`config.mk`:
```
export PLATFORM = sky130hd
export DESIGN_NAME = uart_frame_scheduler
export DESIGN_NICKNAME = d
export VERILOG_FILES = /design/src/rtl/uart_pkg.sv /design/src/rtl/rr_arbiter2.sv /design/src/rtl/uart_frame_scheduler.sv
export SDC_FILE = /design/constraint.sdc
export NUM_CORES = 1
export LEC_CHECK = 0
export CAP_MARGIN = 20
export CORE_ASPECT_RATIO = 1.5
export CORE_MARGIN = 8
export CORE_UTILIZATION = 43
export DETAILED_ROUTE_END_ITERATION = 8
export PLACE_DENSITY = 0.77
export SETUP_SLACK_MARGIN = 0.4
export SLEW_MARGIN = 0
export SYNTH_ARGS = -nofsm -noshare
export SYNTH_HDL_FRONTEND = slang
export SYNTH_SLANG_ARGS = --single-unit
```
`constraint.sdc`:
```
create_clock -name CLK -period 1.79 [get_ports CLK]
set_input_delay 0.358 -clock CLK [delete_from_list [all_inputs] [get_ports CLK]]
set_output_delay 0.358 -clock CLK [all_outputs]
set_load 0.02 [all_outputs]
```
`src/rtl/uart_pkg.sv`:
```
// Shared definitions for the UART frame scheduler and its neighbours.
//   state_t            : scheduler FSM encoding (IDLE/ISSUE/WAIT_BUSY/WAIT_DONE)
//   DEFAULT_HEADER_TAG : default upper nibble of the frame header byte
//   BIT_PERIOD         : UART bit period in CLK cycles (100 MHz / 9600 baud)
//   header_byte()      : builds {tag, 3'b000, source id}
package uart_pkg;

  typedef enum logic [1:0] {
    IDLE      = 2'd0,
    ISSUE     = 2'd1,
    WAIT_BUSY = 2'd2,
    WAIT_DONE = 2'd3
  } state_t;

  localparam logic [3:0]  DEFAULT_HEADER_TAG = 4'hA;
  localparam int unsigned BIT_PERIOD         = 10416;

  function automatic logic [7:0] header_byte(input logic [3:0] tag, input logic id);
    return {tag, 3'b000, id};
  endfunction

endpackage

```
`src/rtl/rr_arbiter2.sv`:
```
// Two-input round-robin arbiter.
//   clk, rst : clock, synchronous active-high reset
//   req      : request bits, req[i] from requester i
//   accept   : strobe, the current grant is taken; updates the pointer
//   grant    : one-hot grant (combinational), '0 when nothing requests
// The pointer remembers the last winner and resets to 1, so requester 0
// wins the first tie.
module rr_arbiter2 (
  input  logic       clk,
  input  logic       rst,
  input  logic [1:0] req,
  input  logic       accept,
  output logic [1:0] grant
);

  logic last;

  always_comb begin
    grant = '0;
    case (req)
      2'b01:   grant = 2'b01;
      2'b10:   grant = 2'b10;
      2'b11:   grant = last ? 2'b01 : 2'b10;
      default: grant = '0;
    endcase
  end

  always_ff @(posedge clk) begin
    if (rst) begin
      last <= 1'b1;
    end else if (accept) begin
      last <= grant[1];
    end
  end

endmodule

```
`src/rtl/uart_frame_scheduler.sv`:
```
// Shares one byte-wide UART transmitter between two requesters. Each grant
// produces a frame of a header byte {HEADER_TAG, 3'b000, GRANT_ID} followed
// by NBYTES payload bytes, most significant first.
//   CLK, RST               : clock, synchronous active-high reset
//   REQ0_VALID/DATA/ACK    : requester 0 handshake (ACK = one-cycle capture pulse)
//   REQ1_VALID/DATA/ACK    : requester 1 handshake
//   TX_SEND, TX_DATA       : one-cycle byte strobe and byte to the UART
//   TX_READY               : UART idle
//   ACTIVE                 : a frame is in progress
//   GRANT_ID               : source of the current or most recent frame
module uart_frame_scheduler
  import uart_pkg::*;
#(
  parameter int unsigned NBYTES     = 4,
  parameter logic [3:0]  HEADER_TAG = DEFAULT_HEADER_TAG
) (
  input  logic                CLK,
  input  logic                RST,
  input  logic                REQ0_VALID,
  input  logic [8*NBYTES-1:0] REQ0_DATA,
  output logic                REQ0_ACK,
  input  logic                REQ1_VALID,
  input  logic [8*NBYTES-1:0] REQ1_DATA,
  output logic                REQ1_ACK,
  output logic                TX_SEND,
  output logic [7:0]          TX_DATA,
  input  logic                TX_READY,
  output logic                ACTIVE,
  output logic                GRANT_ID
);

  localparam int unsigned PW        = 8 * NBYTES;
  localparam logic [3:0]  FRAME_LEN = 4'(NBYTES + 1);

  state_t          state;
  logic [3:0]      cnt;
  logic [PW-1:0]   shreg;
  logic [1:0]      req;
  logic [1:0]      grant;
  logic            accept;
  logic [7:0]      next_byte;

  assign req    = {REQ1_VALID, REQ0_VALID};
  assign accept = (state == IDLE) && (grant != 2'b00);

  rr_arbiter2 u_arb (
    .clk    (CLK),
    .rst    (RST),
    .req    (req),
    .accept (accept),
    .grant  (grant)
  );

  // The counter still holding FRAME_LEN means the header has not gone out yet.
  always_comb begin
    next_byte = shreg[PW-1 -: 8];
    if (cnt == FRAME_LEN) begin
      next_byte = header_byte(HEADER_TAG, GRANT_ID);
    end
  end

  always_ff @(posedge CLK) begin
    if (RST) begin
      state    <= IDLE;
      cnt      <= '0;
      shreg    <= '0;
      TX_SEND  <= 1'b0;
      TX_DATA  <= '0;
      REQ0_ACK <= 1'b0;
      REQ1_ACK <= 1'b0;
      ACTIVE   <= 1'b0;
      GRANT_ID <= 1'b0;
    end else begin
      TX_SEND  <= 1'b0;
      REQ0_ACK <= 1'b0;
      REQ1_ACK <= 1'b0;
      case (state)
        IDLE: begin
          if (accept) begin
            shreg    <= grant[1] ? REQ1_DATA : REQ0_DATA;
            cnt      <= FRAME_LEN;
            REQ0_ACK <= grant[0];
            REQ1_ACK <= grant[1];
            GRANT_ID <= grant[1];
            ACTIVE   <= 1'b1;
            state    <= ISSUE;
          end
        end
        ISSUE: begin
          if (TX_READY) begin
            TX_SEND <= 1'b1;
            TX_DATA <= next_byte;
            state   <= WAIT_BUSY;
          end
        end
        WAIT_BUSY: begin
          if (!TX_READY) begin
            state <= WAIT_DONE;
          end
        end
        WAIT_DONE: begin
          if (TX_READY) begin
            cnt <= cnt - 4'd1;
            // Only shift once a payload byte has left; the header does not
            // consume any of the shift register.
            if (cnt != FRAME_LEN) begin
              shreg <= shreg << 8;
            end
            if (cnt == 4'd1) begin
              ACTIVE <= 1'b0;
              state  <= IDLE;
            end else begin
              state <= ISSUE;
            end
          end
        end
        default: state <= IDLE;
      endcase
    end
  end

endmodule

```
==> results.txt <==
Async S/R FF share, synth - 0%
Slew @ Worst Pin - 330.7 ps
Vias in the first global route - 2804
Root buffer cell - clkbuf_8
I/O pins - 82
Multi-input combinational cell area - 1740 µm²
Fin nets - 514
Drt via density - 5.616
Clock sinks - 52
H-tree Lvls - 2
Max Freq - 0.5645 GHz
Worst path top cell family by delay - simple AND/OR/NAND/NOR gates
Hold Worst Slack - 402.7 ps
Post-Syn Area - 2764 µm²
Critical path buffer and inverter count - 3
FILL cells - 480
Crit path max fanout - 6
WL/cell - 17.42 µm
Status - finished, final reports clean
Syn avg cell area - 8.129 µm²
Antenna diode count - 0
Util after Layout - 69.39%
Final min period - 1771 ps
Synth unique cells - 38
Top_reg_cell synth - dfxtp_1
CP Class - flop to flop
CP Launch Type - flop
Critical path's slowest cell - or3b_4
Pwr Density - 1375 nW/µm²
Post-CTS Hold Buffers - 0
Final Cycle Share - 98.96%
Hpwl dp - 5552 µm
Initial antenna violation count - 0
Most frequent cells in the layout - clkdlybuf4s50_1, dfxtp_1, nand2_1
Synth area leaders - dfxtp_1, a221o_1, a21oi_1, nand3b_1, nand2_1
First-pass GRT wire length - 13040 µm
Synth Instances - 340
Critical Path Stages - 7
Die ar. - 9302 µm²
Drt pass-1 iters - 4
Max VDD drop - 0.0009621 V
Data required, critical path - 1980 ps
Crit-path max cell delay - 400 ps
Sequential Area - 1054 µm²
Hold WC Path Type - input pin to flop
Clock Latency Late Sink - 310 ps
Leading area contributor after synthesis - dfxtp_1
Layout cells sized above 1 - 24.77%
Sequential-to-total area share from yosys stat - 37.66%
Syn. warnings - 0
Hold path depth - 3
Remaining antenna violation count - 0
CP Cell Sequence - inv_4, ha_4, or3b_4, a32oi_4, buf_12, buf_2, o21ai_1
Num CTS Buffers - 5
Area Growth Syn to Fin - 59.44%
Vias after detailed routing - 2898
Share of the synthesized area in the top cell type - 37.66%
Maximum clock path buffer count - 2
Unrepaired setup endpoints after global routing - true
Die Y - 114.2 µm
Count of final max-slew check failures - 0
Post-synthesis sequential element count - 52
Slew headroom - 77.95%
Syn nets - 415
Worst Setup End Kind - flop
Row count - 36
Worst Clk Skew - 6.169 ps
Gpl congestion - 0.8064
Final hold vios - 0
Starting Density - 43.52%
Drt total wl - 8991 µm
Setup-failing EPs final - 0
Pin count of the biggest net entering global routing - 53
Commonest non-fill, non-tap cell in the layout - clkdlybuf4s50_1
DR iter-0 viols - 218
P_leak - 1.704 nW
Reg clk slew, reported paths - 90 ps
Post-synth EDFFs - 0
# DRC - 0
Die width - 81.46 µm
I/O Buffers - 81
TritonCTS clock tree - built
Max-cap violations - 0
GRT Residual Overflow - 0
Worst Path Arrival - 1970 ps
GRT Util Overall - 17.52%
Reg2reg path depth - 7
Core area - 6351 µm²
timing repair:
action | CTS | global route
resized for setup | 50 | 39
pin swaps | 14 | 28
endpoints found under the setup margin | 53 | 47
cloned | 3 | 3
setup buffers | 6 | 7
synth_stat cells, types with 2 or more instances:
cell type / n
a211oi_1: 5
a21oi_1: 40
a221o_1: 23
and2_1: 2
buf_1: 3
buf_2: 5
buf_6: 3
clkbuf_1: 15
dfxtp_1: 52
ha_1: 6
inv_1: 28
mux2_2: 9
mux2i_1: 3
nand2_1: 45
nand3_1: 17
nand3b_1: 24
nor2_1: 10
nor2b_1: 3
nor3_1: 3
o21ai_0: 6
o21ai_1: 19
or2_2: 2
xor2_1: 2
final timing paths:
check	from	to	slack, ps
worst max-delay path	state[1]	shreg[31]	20
worst min-delay path	RST	shreg[27]	400
worst max register to register	state[1]	shreg[31]	20
worst min register to register	TX_DATA[6]	TX_DATA[6]	460
flip-flops by register name (all words and copies together) (netlist names):
signal,count
GRANT_ID,1
state,2
TX_DATA,8
u_arb.last,1
REQ0_ACK,1
ACTIVE,1
shreg,32
cnt,4
REQ1_ACK,1
TX_SEND,1
kinds of logic (layout without fill, tap and decap cells):
logic type,Yosys count,count (layout),synth area share [%]
DFF,52,52,37.66
muxes,12,12,4.753
AOI/OAI and AO/OA,101,101,24.85
adders and majority gates,6,6,2.716
buffers and inverters,56,156,8.827
xor gates and xnor gates,2,2,0.6339
and+or+nand+nor,111,111,20.55
stage by stage:
step	std cells	instance area [µm²]	TNS, ps	total power [W]	setup WS (ps)
3_5_place_dp	489	3762	-7082	0.004246	-251.6
2_1_floorplan	340	2799	0	0.003499	104.8
3_3_place_gp	489	3762	-5982	0.004176	-221.1
5_1_grt	516	4407	-303.6	0.006403	-36.20
6_report	516	4407	0	0.006060	18.55
4_1_cts	506	4106	0	0.005270	96.90
routing by layer:
metal	routed length [µm]	track usage, %
met4	228	6.587
met5	0	0
met1	3514	20.19
met3	530	3.066
met2	4717	30.63
layout make-up:
cell class / count / area share, %
clock inverters: 1 / 0.1704
multi-input cells: 232 / 39.49
clock buffers: 7 / 1.959
inverters: 28 / 2.499
well taps: 76 / 2.158
repair buffers: 120 / 29.81
flip-flops and latches: 52 / 23.91
worst min-delay path: stages:
cell and delay [ps]:
buf_2 140, nand3b_1 120, o21ai_1 50
where the power goes:
part / total [W] / switching, W / internal [W]
registers: 0.00187 / 0.000293 / 0.00157
logic: 0.00349 / 0.00174 / 0.00175
clock network: 0.000704 / 0.000389 / 0.000315
total: 0.00606 / 0.00242 / 0.00364
No activity file was read; power rests on OpenSTA's default activity.
